===== src/rtl/sc_pkg.sv =====
`default_nettype none
// ============================================================================
// Module  : sc_pkg
// Purpose : Shared types and default constants for the stochastic stream
//           decoder. The default window equals the period of the 8-bit LFSR
//           comparator encoders that produce the decoded streams.
// Ports   : none (package)
// Rev     : 1.0  initial release
// ============================================================================
package sc_pkg;

    // Decoder control states
    typedef enum logic [0:0] {
        IDLE  = 1'b0,
        ACCUM = 1'b1
    } state_t;

    // Result width, window length (LFSR8 period) and window-counter width
    localparam int SC_N      = 8;
    localparam int SC_WINDOW = 255;
    localparam int SC_WCW    = 8;

endpackage
`default_nettype wire


===== src/rtl/sc_window_ctr.sv =====
`default_nettype none
// ============================================================================
// Module  : sc_window_ctr
// Purpose : Enable-gated window counter. Counts enabled samples and flags the
//           final sample of a window.
// Ports   : TRIG  in  clock, rising edge
//           RESET in  asynchronous active-high reset
//           clr   in  synchronous clear (priority over en)
//           en    in  count enable (one enabled sample)
//           last  out high when the current enabled sample is the WINDOW-th
// Rev     : 1.0  initial release
// ============================================================================
module sc_window_ctr #(
    parameter int WINDOW = 255,
    parameter int WCW    = 8
) (
    input  logic TRIG,
    input  logic RESET,
    input  logic clr,
    input  logic en,
    output logic last
);

    localparam logic [WCW-1:0] LAST_CNT = WCW'(WINDOW - 1);

    logic [WCW-1:0] cnt;

    always_ff @(posedge TRIG or posedge RESET) begin
        if (RESET) begin
            cnt <= '0;
        end else if (clr) begin
            cnt <= '0;
        end else if (en) begin
            cnt <= cnt + 1'b1;
        end
    end

    // The owner returns to IDLE on the final sample, which clears the counter
    // on the following edge, so no wrap handling is needed here.
    assign last = (cnt == LAST_CNT) & en;

endmodule
`default_nettype wire


===== src/rtl/sc_stream_decoder.sv =====
`default_nettype none
// ============================================================================
// Module  : sc_stream_decoder
// Purpose : Stochastic-to-binary converter. Counts the 1s of a unipolar
//           stochastic bitstream over WINDOW enabled samples and publishes
//           the count as an N-bit binary value.
// Ports   : TRIG  in      clock, rising edge
//           RESET in      asynchronous active-high reset
//           START in      request a conversion (sampled in IDLE only)
//           CLR   in      synchronous abort of the current conversion
//           IN_EN in      sample qualifier
//           IN    in      stochastic bit
//           OUT   out [N] last completed count, held between conversions
//           VALID out     one-cycle pulse, OUT updated this cycle
//           BUSY  out     high while accumulating
// Rev     : 1.0  initial release
// ============================================================================
module sc_stream_decoder
    import sc_pkg::*;
#(
    parameter int N      = SC_N,
    parameter int WINDOW = SC_WINDOW,
    parameter int WCW    = SC_WCW
) (
    input  logic         TRIG,
    input  logic         RESET,
    input  logic         START,
    input  logic         CLR,
    input  logic         IN_EN,
    input  logic         IN,
    output logic [N-1:0] OUT,
    output logic         VALID,
    output logic         BUSY
);

    state_t         state;
    state_t         state_nxt;
    logic [N-1:0]   acc;
    logic [N-1:0]   acc_nxt;
    logic [N-1:0]   acc_sum;
    logic [N-1:0]   out_nxt;
    logic           valid_nxt;
    logic           ctr_clr;
    logic           ctr_en;
    logic           last;

    // Window counter: held clear while idle; CLR suppresses the enable so
    // that an abort can never also complete the window.
    assign ctr_clr = (state == IDLE) | CLR;
    assign ctr_en  = (state == ACCUM) & IN_EN & ~CLR;

    sc_window_ctr #(
        .WINDOW (WINDOW),
        .WCW    (WCW)
    ) u_window_ctr (
        .TRIG   (TRIG),
        .RESET  (RESET),
        .clr    (ctr_clr),
        .en     (ctr_en),
        .last   (last)
    );

    assign acc_sum = acc + {{(N-1){1'b0}}, IN};
    assign BUSY    = (state == ACCUM);

    always_ff @(posedge TRIG or posedge RESET) begin
        if (RESET) begin
            state <= IDLE;
            acc   <= '0;
            OUT   <= '0;
            VALID <= 1'b0;
        end else begin
            state <= state_nxt;
            acc   <= acc_nxt;
            OUT   <= out_nxt;
            VALID <= valid_nxt;
        end
    end

    always_comb begin
        state_nxt = state;
        acc_nxt   = acc;
        out_nxt   = OUT;
        valid_nxt = 1'b0;
        case (state)
            IDLE: begin
                // The START cycle's IN bit is deliberately not counted.
                if (START && !CLR) begin
                    state_nxt = ACCUM;
                    acc_nxt   = '0;
                end
            end
            ACCUM: begin
                if (CLR) begin
                    state_nxt = IDLE;
                    acc_nxt   = '0;
                end else if (IN_EN) begin
                    acc_nxt = acc_sum;
                    if (last) begin
                        // Final sample is folded into the published result.
                        out_nxt   = acc_sum;
                        valid_nxt = 1'b1;
                        state_nxt = IDLE;
                        acc_nxt   = '0;
                    end
                end
            end
            default: begin
                state_nxt = IDLE;
                acc_nxt   = '0;
            end
        endcase
    end

endmodule
`default_nettype wire

===== config.mk =====
export PLATFORM = sky130hd
export DESIGN_NAME = sc_stream_decoder
export DESIGN_NICKNAME = d
export VERILOG_FILES = /design/src/rtl/sc_pkg.sv /design/src/rtl/sc_window_ctr.sv /design/src/rtl/sc_stream_decoder.sv
export SDC_FILE = /design/constraint.sdc
export NUM_CORES = 1
export LEC_CHECK = 0
export ABC_CLOCK_PERIOD_IN_PS = 4400
export BUFFER_PORTS_ARGS = -buffer_cell sky130_fd_sc_hd__buf_2
export CAP_MARGIN = 30
export CORE_MARGIN = 5
export CORE_UTILIZATION = 55
export DETAILED_ROUTE_END_ITERATION = 7
export PLACE_DENSITY = 0.85
export REMOVE_ABC_BUFFERS = 1
export SYNTH_ARGS = -nofsm -noshare
export SYNTH_HDL_FRONTEND = slang
export SYNTH_SLANG_ARGS = --single-unit

===== constraint.sdc =====
create_clock -name TRIG -period 4.4 [get_ports TRIG]
set_input_delay 0.88 -clock TRIG [delete_from_list [all_inputs] [get_ports TRIG]]
set_output_delay 0.88 -clock TRIG [all_outputs]
set_load 0.02 [all_outputs]

* Yosys cells after proc, flatten, opt, wreduce, memory -nomap -nowiden
Cells that the tools add are included.
** Cells by class
- Add/subtract/negate cells :: 2
- Equal/unequal tests :: 3
- Multiplexer cells :: 16
- Bitwise operators :: 6
- Reductions and logical operators :: 5
** Operators with widths (count)
- two-way mux 8 bit :: 6
- case mux 8 bit (2 select lines) :: 1
- adder 8 x 1 -> 8 bit :: 1
- adder 8 x 1 -> 8 bit, second input constant :: 1
- equality test 8 bit, second input constant :: 1
- two-way mux 1 bit :: 8
- AND reduction 4 bit :: 1
- AND 1 bit :: 3
- != test 3 bit, second input constant :: 1
- != test 2 x 1 -> 1 bit, second input constant :: 1
- inverter 1 bit :: 2
- case mux 1 bit (2 select lines) :: 1
- AND reduction 2 bit :: 1
- nonzero test 2 bit :: 1
- logical AND 1 bit :: 1
- logical NOT 1 bit :: 1
- bitwise OR 1 bit :: 1
** Storage, ports and cells
- Bits in registers :: 26
- Bits of input ports :: 6

* Depth between registers and ports, before layout
- Depth in word-level cells :: 7
- Gate-level depth with buffers :: 7

* Hierarchy
A second synthesis with hierarchy kept.
** Unflattened totals
- Cells, all modules :: 132
- Area total of the unflattened synthesis :: 1306.3 um^2
** Modules (own cells, without submodules)
- sc_stream_decoder :: times used 1, cells an instance 90, area each 887.1 um^2
- sc_window_ctr :: times used 1, cells an instance 42, area each 419.2 um^2

* Worst setup path before layout
No wires, ideal clock.
- Kind :: input to register
- From :: input IN
- To :: register OUT[6]
- Setup time :: 0.129 ns
- Arrival time :: 1.764 ns
- Data required time :: 4.271 ns
- Path slack :: 2.507 ns
- Cell stages on the path :: 6
- Buffers on the path :: 0
- Cell sequence :: ha_1 -> ha_1 -> nand3_1 -> nor2_1 -> xnor2_1 -> o21ai_0
** On the way
- Longest elaborated chain between the ends :: 1
** RTL lines
- start, declared :: RTL line sc_stream_decoder.sv:30 : input logic IN,
- adder 8 x 1 -> 8 bit :: RTL line sc_stream_decoder.sv:63 : assign acc_sum = acc + {{(N-1){1'b0}}, IN};
- end signal, assigned :: RTL line sc_stream_decoder.sv:75 : OUT <= out_nxt;
- end, declared :: RTL line sc_stream_decoder.sv:31 : output logic [N-1:0] OUT,
No other way between the ends.
A chain may end at the register's enable or synchronous reset.

* Worst setup path after layout
- From :: input CLR
- To :: register acc[5]
** On the way
- Longest elaborated chain between the ends :: 7
** RTL lines
- start, declared :: RTL line sc_stream_decoder.sv:28 : input logic CLR,
- inverter 1 bit (no line)
- AND 1 bit :: RTL line sc_stream_decoder.sv:50 : assign ctr_en = (state == ACCUM) & IN_EN & ~CLR;
- AND 1 bit :: RTL line sc_window_ctr.sv:40 : assign last = (cnt == LAST_CNT) & en;
- two-way mux 8 bit :: RTL line sc_stream_decoder.sv:99 : if (last) begin
- two-way mux 8 bit :: RTL line sc_stream_decoder.sv:97 : end else if (IN_EN) begin
- two-way mux 8 bit :: RTL line sc_stream_decoder.sv:94 : if (CLR) begin
- case mux 8 bit (2 select lines) :: RTL line sc_stream_decoder.sv:85 : case (state)
- end signal, assigned :: RTL line sc_stream_decoder.sv:74 : acc <= acc_nxt;
- end, declared :: RTL line sc_stream_decoder.sv:38 : logic [N-1:0] acc;
Several ways; a longest one is shown, not always the timed one. The select of a mux whose other input is x is not followed.

==> results.ini <==
[global_route]
grtUsageTotal_pct = 14.7
grt_pass1_vias = 893
overflow = 0
grt_max_degree = 27
antenna_found_initial = 0
grt_pass1_wl_um = 3950

[clocking]
ctsResizeCount = 0
cts_root_buf = clkbuf_4
hold_buffers = 0
cts_num_sinks = 26
clockBufferDepth = 2
h-tree-depth = 1
worstSkewPairLatency_ps = 330
cts_buffers = 3
post_cts_buffers = 0
cts_tree = built
clkTransAtPathRegs_ps = 140

[logic_synthesis]
synth_cell_types = 26
netlist_area_um2 = 1270
ys_seq_elements = 26
seq_area_frac_synth_pct = 51.2
netlist_instances = 126
synth_warnings = 0
synth_area_per_cell_um2 = 10.1

[pwr]
p_per_area_nw_per_um2 = 286
pwr-share-clk_pct = 31.4
sw_frac_of_total_pct = 23.8
p_comb_share_pct = 6.6
peakVddDrop_mv = 0.220
p_switching_uw = 94.0
seq_power_share_pct = 62.0
intPower_uw = 300
p_leak_uw = 0.000654

[finish]
antenna_cells = 0
drive_gt1_share_pct = 17.1
stdcell_count = 168
layout_common_cells = dfrtp_1, buf_2, nand2_1
final_common_cell = dfrtp_1
final_nets = 151
syn_to_final_growth_pct = 8.57

[floorplanning]
io_pins = 16
die_area_um2 = 3370
die_x_um = 58.1
coreArea_um2 = 2210
fp.dieH_um = 58.1
initial_core_util_pct = 57.4
num_rows = 17

[timing]
min_period_ps = 1970
finalWorstSetupSlack_ps = 2430
setup_violations = 0
hold_viol = 0
tightest_slew_ps = 965
rsz0062_at_grt = false
slew_headroom_pct = 35.6
fin_hold_ws_ps = 490
fmax_mhz = 506
tns_ps = 0
period_share_pct = 44.9
drv_slew = 0
clock_skew_ps = 1.27

[worst_hold_path]
hold_path_class = reg -> reg
whs_path_depth = 2

[route]
firstDrtPassIters = 5
wl_per_cell_um = 14.0
drtAntennaViolNets = 0
drt-vias-per-instance = 5.52
drc_errors = 0
routed_wl_um = 2360
drt_iter0_drc = 30
vias = 927

[status]
outcome = complete, no violations

[critical_path]
cp-end-kind = register
crit_path_max_fanout = 11
worstPathRequired_ps = 4660
start_kind = input port
arrival_ps = 2230
worstSetupPathType = in -> reg
rr_worst_depth = 6

[job]
maxCapViolCount = 0

[placed_design]
dpl.hpwl_um = 1690
io_buffer_count = 15
dp_slack_ps = 2100
gp_congestion = 0.725
placed_cells = 164

==> routing by layer <==
metal  global-route usage [%]  share of wire (%)  vias up
met1                     20.3                 47      433
met2                     23.9                 46       29
li1                         -                  -      460
met3                     1.34                5.5        5
met5                        0                  0        -
met4                     5.96                1.5        0
==> cells by family after synthesis <==
group                    share of synthesized area, %
AND/OR/NAND/NOR                                  15.7
multiplexers                                     1.77
XOR/XNOR                                         8.97
flip-flops                                       51.2
adder cells (fa/ha/maj)                          3.94
buffers and inverters                            5.32
AO/OA/AOI/OAI                                    13.1
==> worst max-delay path, cell delays in order <==
cell      delay, ps
buf_2           120
nand2b_1        330
a211oi_4        510
o21ai_0         190
a31oi_1         210
==> final cells by class <==
class                   instances  area [um^2]
clock buffers                   4         36.3
flip-flops and latches         26          651
well taps                      28         35.0
repair buffers                 15         75.1
multi-input cells              87          552
fillers                       181          833
inverters                       8         30.0
==> flip-flops by register name (all words and copies together), names as in the netlist <==
name	cells
BUSY	1
VALID	1
acc	8
OUT	8
u_window_ctr.cnt	8
==> per-stage QoR <==
stage / instance area (um^2) / power, uW / utilization [%]
floorplan: 1230 / 266 / -
global placement: 1340 / 273 / 60.7
detailed placement: 1340 / 275 / 60.7
CTS: 1380 / 392 / 62.3
global route: 1380 / 407 / 62.3
finish: 1380 / 394 / 62.3
==> power by group through the flow <==
stage                     clock (uW)  combinational [uW]  sequential [uW]
final                            124                26.2              244
after global routing             132                29.9              245
after CTS                        122                26.3              244
after detailed placement           0                26.4              249
after global placement             0                24.7              248
after floorplan                    0                16.7              249
==> cell usage after synthesis <==
cell / n / area share [%]
dfrtp_1: 26 / 51
nand2_1: 13 / 3.8
nor2_1: 12 / 3.5
o21ai_0: 9 / 3.5
inv_1: 8 / 2.4
xor2_1: 7 / 4.8
xnor2_1: 6 / 4.1
a31oi_1: 5 / 2.5
nand3_1: 5 / 2.0
a21oi_1: 4 / 1.6
ha_1: 4 / 3.9
nand2b_1: 3 / 1.5
nand4_1: 3 / 1.5
o21ai_1: 3 / 1.2
o22ai_1: 3 / 1.5
and3_1: 2 / 0.99
buf_2: 2 / 0.79
buf_6: 2 / 1.8
mux2_2: 2 / 1.8
a211oi_1: 1 / 0.59
a211oi_4: 1 / 1.6
a41oi_1: 1 / 0.69
and2b_1: 1 / 0.59
and4_2: 1 / 0.79
clkbuf_2: 1 / 0.39
nand4_2: 1 / 0.99
==> final timing paths <==
check | slack, ps | start | end
min reg2reg | 490 | OUT[2]$_DFFE_PP0P_ | OUT[2]$_DFFE_PP0P_
min | 490 | OUT[2]$_DFFE_PP0P_ | OUT[2]$_DFFE_PP0P_
max in group asynchronous | 3080 | RESET | acc[0]$_DFFE_PP0P_
max reg2reg | 2580 | u_window_ctr.cnt[0]$_DFFE_PP0P_ | acc[5]$_DFFE_PP0P_
min in group asynchronous | 750 | RESET | u_window_ctr.cnt[4]$_DFFE_PP0P_
max | 2430 | CLR | acc[5]$_DFFE_PP0P_
No activity file was read; power rests on OpenSTA's default activity.
